`config.mk`:
```
export PLATFORM = sky130hd
export DESIGN_NAME = tpi_bus_if
export DESIGN_NICKNAME = d
export VERILOG_FILES = /design/src/rtl/tpi_pkg.sv /design/src/rtl/tpi_bus_sync.sv /design/src/rtl/tpi_bus_if.sv
export SDC_FILE = /design/constraint.sdc
export NUM_CORES = 1
export LEC_CHECK = 0
export CAP_MARGIN = 10
export CORE_MARGIN = 2
export CORE_UTILIZATION = 40
export DETAILED_ROUTE_END_ITERATION = 8
export PLACE_DENSITY = 0.86
export SYNTH_ARGS = -nofsm -noshare
export SYNTH_HDL_FRONTEND = slang
export SYNTH_SLANG_ARGS = --single-unit
```
`constraint.sdc`:
```
create_clock -name clock -period 3.35 [get_ports clock]
set_clock_uncertainty 0.15 [all_clocks]
set_input_delay 0.5025 -clock clock [delete_from_list [all_inputs] [get_ports clock]]
set_output_delay 0.5025 -clock clock [all_outputs]
set_load 0.01 [all_outputs]
```
`src/rtl/tpi_pkg.sv`:
```
// rtl/tpi_pkg.sv - shared constants and bus FSM state type for the 6523 TPI bus interface
//
// Purpose : register index map, register-file geometry and the bus FSM state
//           encoding shared by tpi_bus_if and its sub-modules.
// Ports   : none (package).
package tpi_pkg;

  localparam int RS_W     = 3;
  localparam int NUM_REGS = 8;

  localparam int REG_PRA  = 0;
  localparam int REG_PRB  = 1;
  localparam int REG_PRC  = 2;
  localparam int REG_DDRA = 3;
  localparam int REG_DDRB = 4;
  localparam int REG_DDRC = 5;
  localparam int REG_CR   = 6;
  localparam int REG_AR   = 7;

  typedef logic [1:0] state_t;

  localparam state_t ST_IDLE  = 2'd0;
  localparam state_t ST_READ  = 2'd1;
  localparam state_t ST_WRITE = 2'd2;

endpackage

```
`src/rtl/tpi_bus_sync.sv`:
```
// rtl/tpi_bus_sync.sv - aligned bus input pipeline with phi2 edge detection
//
// Purpose : registers a bundle of CPU bus pins through DEPTH identical stages so
//           every pin stays mutually aligned, and derives rise/fall pulses from
//           bit 0 (phi2) of the last stage.
// Ports   : clock_i  system clock
//           reset_i  synchronous active-high reset, clears every stage
//           d_i      raw bus bundle, phi2 in bit 0
//           q_o      last pipeline stage
//           rise_o   bit 0 of q_o went 0 -> 1 this clock
//           fall_o   bit 0 of q_o went 1 -> 0 this clock
module tpi_bus_sync #(
  parameter int W     = 1,
  parameter int DEPTH = 2
) (
  input  logic         clock_i,
  input  logic         reset_i,
  input  logic [W-1:0] d_i,
  output logic [W-1:0] q_o,
  output logic         rise_o,
  output logic         fall_o
);

  logic [W-1:0] stage_q [DEPTH];
  logic         prev_q;

  always_ff @(posedge clock_i) begin
    if (reset_i) begin
      for (int i = 0; i < DEPTH; i++) begin
        stage_q[i] <= '0;
      end
      prev_q <= 1'b0;
    end else begin
      stage_q[0] <= d_i;
      for (int i = 1; i < DEPTH; i++) begin
        stage_q[i] <= stage_q[i-1];
      end
      prev_q <= stage_q[DEPTH-1][0];
    end
  end

  assign q_o    = stage_q[DEPTH-1];
  assign rise_o = q_o[0] & ~prev_q;
  assign fall_o = ~q_o[0] & prev_q;

endmodule

```
`src/rtl/tpi_bus_if.sv`:
```
// rtl/tpi_bus_if.sv - 6523 TPI CPU bus interface: bus sampling, register decode, strobes
//
// Purpose : samples the asynchronous 6502-style bus into the clock domain, runs a
//           small IDLE/READ/WRITE FSM on phi2 edges, produces one-clock write
//           strobes with data and one-clock read-complete strobes, and drives
//           read data back onto the CPU bus.
// Macro   : TPI_BUS_SYNC_EN - defined: 2-stage synchronizer on all bus inputs;
//           undefined: single register stage (bus already synchronous).
// Ports   : clock   system clock (>= 8x phi2)
//           reset   synchronous active-high reset
//           phi2    CPU phase-2 clock
//           cs      chip select, active high
//           rw      1 = read, 0 = write
//           rs      register select
//           db_in   CPU data bus input
//           db_out  CPU data bus output
//           db_oe   CPU data bus output enable
//           rdata   per-register read values, register n at [8n+7:8n]
//           data_in write data to the register blocks
//           we      one-hot write strobe
//           re      one-hot read-complete strobe
module tpi_bus_if #(
  parameter int RS_W     = tpi_pkg::RS_W,
  parameter int NUM_REGS = tpi_pkg::NUM_REGS
) (
  input  logic                  clock,
  input  logic                  reset,
  input  logic                  phi2,
  input  logic                  cs,
  input  logic                  rw,
  input  logic [RS_W-1:0]       rs,
  input  logic [7:0]            db_in,
  output logic [7:0]            db_out,
  output logic                  db_oe,
  input  logic [8*NUM_REGS-1:0] rdata,
  output logic [7:0]            data_in,
  output logic [NUM_REGS-1:0]   we,
  output logic [NUM_REGS-1:0]   re
);

  import tpi_pkg::*;

`ifdef TPI_BUS_SYNC_EN
  localparam int SYNC_N = 2;
`else
  localparam int SYNC_N = 1;
`endif

  localparam int BUS_W = 8 + RS_W + 3;

  logic [BUS_W-1:0] bus_raw;
  logic [BUS_W-1:0] bus_s;
  logic             phi2_s;
  logic             cs_s;
  logic             rw_s;
  logic [RS_W-1:0]  rs_s;
  logic [7:0]       db_s;
  logic             rise;
  logic             fall;

  // phi2 must sit in bit 0: the sync block edge-detects that bit.
  assign bus_raw = {db_in, rs, rw, cs, phi2};

  tpi_bus_sync #(
    .W     (BUS_W),
    .DEPTH (SYNC_N)
  ) u_sync (
    .clock_i (clock),
    .reset_i (reset),
    .d_i     (bus_raw),
    .q_o     (bus_s),
    .rise_o  (rise),
    .fall_o  (fall)
  );

  assign {db_s, rs_s, rw_s, cs_s, phi2_s} = bus_s;

  function automatic logic [NUM_REGS-1:0] onehot(input logic [RS_W-1:0] idx);
    onehot      = '0;
    onehot[idx] = 1'b1;
  endfunction

  state_t              state_q,   state_d;
  logic [RS_W-1:0]     rs_q,      rs_d;
  logic [7:0]          hold_q,    hold_d;
  logic [7:0]          data_in_q, data_in_d;
  logic [7:0]          db_out_q,  db_out_d;
  logic                db_oe_q,   db_oe_d;
  logic [NUM_REGS-1:0] we_q,      we_d;
  logic [NUM_REGS-1:0] re_q,      re_d;

  always_comb begin
    state_d   = state_q;
    rs_d      = rs_q;
    data_in_d = data_in_q;
    db_out_d  = db_out_q;
    db_oe_d   = db_oe_q;
    we_d      = '0;
    re_d      = '0;
    // The holding register only matters when a write completes; capturing on
    // every phi2-high clock keeps it equal to the last sample before the fall,
    // because the fall clock itself already sees phi2_s low.
    hold_d    = phi2_s ? db_s : hold_q;

    case (state_q)
      ST_IDLE: begin
        db_oe_d = 1'b0;
        if (rise && cs_s) begin
          rs_d = rs_s;
          if (rw_s) begin
            state_d  = ST_READ;
            db_out_d = rdata[{rs_s, 3'b000} +: 8];
            db_oe_d  = 1'b1;
          end else begin
            state_d = ST_WRITE;
          end
        end
      end

      ST_READ: begin
        if (!cs_s) begin
          state_d = ST_IDLE;
          db_oe_d = 1'b0;
        end else if (fall) begin
          state_d = ST_IDLE;
          db_oe_d = 1'b0;
          re_d    = onehot(rs_q);
        end else begin
          db_out_d = rdata[{rs_q, 3'b000} +: 8];
        end
      end

      ST_WRITE: begin
        if (!cs_s) begin
          state_d = ST_IDLE;
        end else if (fall) begin
          state_d   = ST_IDLE;
          data_in_d = hold_q;
          we_d      = onehot(rs_q);
        end
      end

      default: begin
        state_d = ST_IDLE;
        db_oe_d = 1'b0;
      end
    endcase
  end

  always_ff @(posedge clock) begin
    if (reset) begin
      state_q   <= ST_IDLE;
      rs_q      <= '0;
      hold_q    <= 8'h00;
      data_in_q <= 8'h00;
      db_out_q  <= 8'h00;
      db_oe_q   <= 1'b0;
      we_q      <= '0;
      re_q      <= '0;
    end else begin
      state_q   <= state_d;
      rs_q      <= rs_d;
      hold_q    <= hold_d;
      data_in_q <= data_in_d;
      db_out_q  <= db_out_d;
      db_oe_q   <= db_oe_d;
      we_q      <= we_d;
      re_q      <= re_d;
    end
  end

  assign db_out  = db_out_q;
  assign db_oe   = db_oe_q;
  assign data_in = data_in_q;
  assign we      = we_q;
  assign re      = re_q;

endmodule

```
==> metrics <==
Compound-Gate Fraction of Synth Area=between 15 and 20%; Slew HR=a little over two fifths; largest family of logic cells by synthesized area=simple AND/OR/NAND/NOR gates; adder-cell share of the synthesized area=1.74%; largest net degree at the start of global routing=29; gr busiest metal=met2; footprint of the multi-input gates=1530 um2; Final setup viols=0; Cell Area, Synth=between 2000 and 3000 um2; placed insts=527; Final Slew Violations=0; vias per cell=5.26; global-route wire length before repair=12.4 mm; number of hold buffers added after CTS=0; RSZ-0062 raised after global routing=false; peak supply drop=0.000325 V; Critical Path Max Stage Delay=0.48 ns; post-synthesis xor/xnor area fraction=0%; asr flop ratio synth=0%; Routed WL per cell=15.2 um; Syn Area/Cell=8.54 um2; CP cell instances=inv_1, ha_1, buf_4, mux2i_4, mux4_2, nor2_1, nor3_1, a22o_1; Detail Placement HPWL=6.13 mm; commonest cells after routing, fill and taps aside=clkdlybuf4s50_1, dfxtp_1, nor2_1; pwr/cell area=378 nW/um2; Layout area overhead=46.9%; Crit. End Element=flop; PostCTS Resize Cnt=0; GPL Wtd Cong=0.865; clk slew on worst S/H paths=around 0.07 ns; cts bufs inserted=9; syn nets=421; Seq/Total Area, Yosys=42.4%; GRT Util Overall=just over 20%; GRT overflow=0; Synth Area in Simple Gates=22.0%; maximum fanout along the worst path=23; Clk Tree Root Cell=clkbuf_8; Final Util=61.6%; critical path type=flop to flop; number of diodes=0; Clock Sinks=between 60 and 70; worst-case clock buffer depth=2; Remaining DRCs=0; via total after detailed routing=2857; startpoint types=flop; initial core utilization=41.9%; post-route ant nets=0; Max Clk Rate=400 MHz; Final nets=526; fillcell total=approximately 600; post-route setup TNS=0 ns; WP buf/inv=2; vias in the first global route=2716; die area=7890 um2; ratio of cells with drive above 1 in the final layout=5.37%; multiplexer share of the synthesized area=11.9%; core footprint=6870 um2; status=finished, final reports clean; Clock Latency Late Sink=between 0.3 and 0.4 ns; Non-Filler Instances=543; commonest non-fill, non-tap cell in the layout=clkdlybuf4s50_1; met2 Use GR=33.4%; Post-synth EDFFs=0; Die Width=between 80 and 90 um; Post-CTS Setup Inserts=0; num ports=113; Global Route met3 Usage=around 6.5%; fin crit share=about 75%; final hold vios=0; Sequential Area=1220 um2; initial antenna violation count=0; CP top delay family=multiplexers; DR pass1 iterations=5; DR iter-0 viols=around 230; synth unique cells=36; CTS H-tree depth=3; post-layout minimum cycle time=2.50 ns; worst slew pin tran=slightly below 0.9 ns; Syn Inst Count=337; DRT Wirelength=8.24 mm; crit path DAT=approximately 2.6 ns; HP Class=flop to flop; Slowest cell on crit path=mux2i_4; Port-buffer cells=112; row count=30; Yosys Warn Count=0; LEAKAGE=1.59 nW; Max-Cap Viols=0; top_reg_cell synth=dfxtp_1; met1 usage=24.6%; die height=88.8 um; Req. time, crit path=3.43 ns; FF+latch count, synth=61; CTS tree=built
layout make-up:
cell class,count,share of cell area (%)
tap,96,2.84
sequential,61,28.9
inverter,7,0.621
timing repair buffer,115,27.0
clock buffer,12,3.20
multi-input combinational,248,36.3
clock inverter,4,1.15
state kept, by name, summed over array words and instances, names as in the netlist:
signal and flops:
hold_q 8, db_out 8, u_sync.prev_q 1, db_oe 1, data_in 8, re 8, u_sync.stage_q 14, rs_q 3
state_q 2, we 8
synthesized netlist by cell type (4+ instances only):
library cell	instances	area, um2
o221ai_1	7	61.3
inv_1	7	26.3
o211ai_1	6	45.0
nor2_1	55	206
nand2_1	35	131
o21ai_0	17	85.1
buf_2	8	40.0
o211a_1	4	40.0
ha_1	4	50.1
nor3_1	9	45.0
clkbuf_1	11	41.3
mux2i_1	23	230
nand3_1	5	25.0
nor2b_1	19	119
nand2b_1	9	56.3
a32oi_1	5	43.8
a32o_1	4	40.0
dfxtp_1	61	1220
a21oi_1	23	115
worst paths after layout:
check        slack, ns  cells past startpoint    endpoint        from
max               0.85                      8   db_out[7]  state_q[1]
min               0.31                      2  data_in[2]   hold_q[2]
max reg2reg       0.85                      8   db_out[7]  state_q[1]
min reg2reg       0.31                      2  data_in[2]   hold_q[2]
worst min-delay path, cell delays in order (launching register included):
cell,delay (ns)
dfxtp_1,0.31
nand2_1,0.05
a21oi_1,0.05
metrics by stage:
stage / setup WS, ns / power, mW / hold slack [ns] / cell area (um2)
global route: 0.683 / 1.66 / 0.331 / 4230
floorplan: 1.25 / 0.868 / 0.281 / 2880
detailed placement: 0.892 / 0.990 / 0.300 / 4050
finish: 0.849 / 1.60 / 0.309 / 4230
CTS: 0.849 / 1.61 / 0.309 / 4230
global placement: 0.995 / 0.985 / 0.290 / 4050
kinds of logic (layout without fill, tap and decap cells):
kind of cell             Yosys count  count (layout)
flip-flops                        61              61
buffers and inverters             28             138
AND/OR/NAND/NOR                  139             139
AO/OA/AOI/OAI                     76              76
adder cells (fa/ha/maj)            4               4
multiplexers                      29              29
metal layers:
metal	vias to the layer above	share of wire [%]
li1	1385	-
met1	1302	41
met2	148	48
met3	22	9.3
met4	0	2.2
met5	-	0
power breakdown:
group / leakage (nW) / internal, mW / switching [mW]
Sequential: 0.496 / 0.740 / 0.0176
Combinational: 1.00 / 0.135 / 0.0858
Clock: 0.0943 / 0.343 / 0.279
Total: 1.59 / 1.22 / 0.383
Note: power is estimated with default switching activity, not from simulation.
==> RTL edit, RTL diff (config.mk and constraints unchanged) <==
Set the package constant `NUM_REGS` to 9 (it was 8).
--- a/src/rtl/tpi_pkg.sv
+++ b/src/rtl/tpi_pkg.sv
@@ -6,7 +6,7 @@
 package tpi_pkg;
 
   localparam int RS_W     = 3;
-  localparam int NUM_REGS = 8;
+  localparam int NUM_REGS = 9;
 
   localparam int REG_PRA  = 0;
   localparam int REG_PRB  = 1;
Ports: changed (resized rdata, re and we); port bits go from 113 to 123. The function was not compared with the original's and may differ.
==> RTL edit against the unedited design <==
- cell count shrank 0.18%
- sequential cell count unchanged
- sequential share of layout area grew 0.29 points
- worst setup slack better by 18 ps
- utilization rose by 0.054 points
- worst hold slack gained 4.1 ps
- area after synthesis fell by 2.0%
- final area down 1.0%
- power decreased by 4.0%
- first-iteration DRC count fell by 16%
- wire length is 4.8% lower
==> RTL edit: results (changes against the unedited design) <==
stage;metric;value;unit;change
status;status;finished, final reports clean;;unchanged
synth;top cells by count, synth;61 x dfxtp_1, 54 x nor2_1, 31 x nand2_1, 23 x a21oi_1, 23 x mux2i_1;;was 61 x dfxtp_1, 55 x nor2_1, 35 x nand2_1, 23 x a21oi_1, 23 x mux2i_1
worst_setup_path;crit path DAT;2560;ps;was 2580 ps
pwr;pwr/cell area;367;nW/um^2;was 378 nW/um^2
finish;Multi-Input Combinational;245;;was 248
worst_setup_path;Max FO, Critical Path;10;;was 23
worst_setup_path;Worst path slowest cell;mux2i_2;;was mux2i_4
global_routing;GRT Util Overall;0.205;;was 0.206
finish;Inverters;6;;was 7
routing;First-pass DRT Iterations;4;;was 5
routing;via count;2789;;was 2857
finish;layout cell share with drive strength beyond 1;0.0605;;was 0.0537
placed_design;GPL Wtd Cong;0.821;;was 0.865
global_routing;largest net degree at the start of global routing;30;;was 29
worst_setup_path;Max stage delay on crit path;540;ps;was 480 ps
pwr;Max VDD drop;0.236;mV;was 0.325 mV
placed_design;input/output buffers;112;;unchanged
finish;Nets;534;;was 526
pwr;Sw Share;0.246;;was 0.239
clock_network;# H-tree levels;3;;unchanged
finish;Multi-input gate area;1480;sq um;was 1530 sq um
clock_network;root buf cell;clkbuf_8;;unchanged
finish;NonClk Buf Share;0.280;;was 0.270
clock_network;Clock Latency Late Sink;330;ps;
synth;dominant cells by area after synthesis;dfxtp_1 43%, mux2i_1 8.2%, nor2_1 7.2%, nor2b_1 4.4%, nand2_1 4.1%;;was dfxtp_1 42%, mux2i_1 8.0%, nor2_1 7.2%, nand2_1 4.6%, nor2b_1 4.1%
pwr;total leakage power;1.57;nW;was 1.59 nW
finish;fillcell total;564;;was 607
routing;final antenna-violating net count;0;;unchanged
finish;clkbuf count;11;;was 12
pwr;Logic power comb;0.220;mW;about the same
sta;Worst Tran Pin Value;809;ps;was 869 ps
finish;Non-CTS buffers;119;;was 115
global_routing;vias in the first global route;2700;;was 2716
sta;setup_tns;0;ps;unchanged
pwr;seq pwr;0.756;mW;was 0.757 mW
placed_design;HPWL after detailed placement;5900;um;was 6130 um
worst_hold_path;HP Class;flip-flop to flip-flop;;unchanged
finish;Layout clock area frac;0.0397;;was 0.0435
finish;sequential cell area;1220;sq um;unchanged
routing;drt total wl;7850;um;was 8240 um
routing;Iteration-0 DRC Markers;192;;was 228
worst_setup_path;CP top delay family;multiplexers;;unchanged
finish;max reg flops;14;;unchanged
clock_network;cts bufs inserted;9;;unchanged
synth;synth unique cells;37;;was 36
global_routing;first-pass GRT wire length;12400;um;about the same
synth;flops & latches, synth;61;;unchanged
global_routing;initial antenna violation count;0;;unchanged
synth;post-synthesis sequential area ratio;0.433;;was 0.424
## RTL edit: changes by cell type after synthesis, moves of 3 or more
cell and change:
o22ai_1 +5, mux2_1 +3, a32oi_1 -4, o211a_1 -4, buf_2 -5, buf_4 +5
nand2_1 -4, mux2i_4 -3
## RTL edit: kinds of logic (layout without fill, tap and decap cells)
group                      after synthesis  in the layout  share of synthesized area
and+or+nand+nor                        132            132                      0.216
AOI/OAI and AO/OA                       77             77                      0.174
DFF                                     61             61                      0.433
muxes                                   30             30                      0.115
buffers and inverters                   26            140                     0.0426
adders and majority gates                4              4                     0.0177
other                                    1              2                    0.00133
## RTL edit: final timing paths
path,cells past startpoint,slack [ps],start,end
worst max-delay path,9,870,state_q[1],db_out[6]
worst min-delay path,2,310,data_in[4],data_in[4]
worst max register to register,9,870,state_q[1],db_out[6]
worst min register to register,2,310,data_in[4],data_in[4]
## RTL edit: per-stage QoR
| stage | util | setup WS, ps | std cells | hold slack (ps) | instance area (sq um) |
|---|---|---|---|---|---|
| after floorplan | - | 1140 | 332 | 281 | 2820 |
| after global placement | 0.592 | 918 | 527 | 289 | 4020 |
| after detailed placement | 0.592 | 873 | 527 | 298 | 4020 |
| after CTS | 0.616 | 872 | 542 | 312 | 4190 |
| after global routing | 0.616 | 783 | 542 | 337 | 4190 |
| final | 0.616 | 867 | 542 | 313 | 4190 |
## RTL edit: layer usage
| metal | share of wire | GRT usage | vias up |
|---|---|---|---|
| met5 | 0 | 0 | - |
| met4 | 0.020 | 0.0825 | 0 |
| met3 | 0.094 | 0.0603 | 15 |
| met2 | 0.48 | 0.356 | 118 |
| met1 | 0.41 | 0.235 | 1285 |
| li1 | - | - | 1371 |
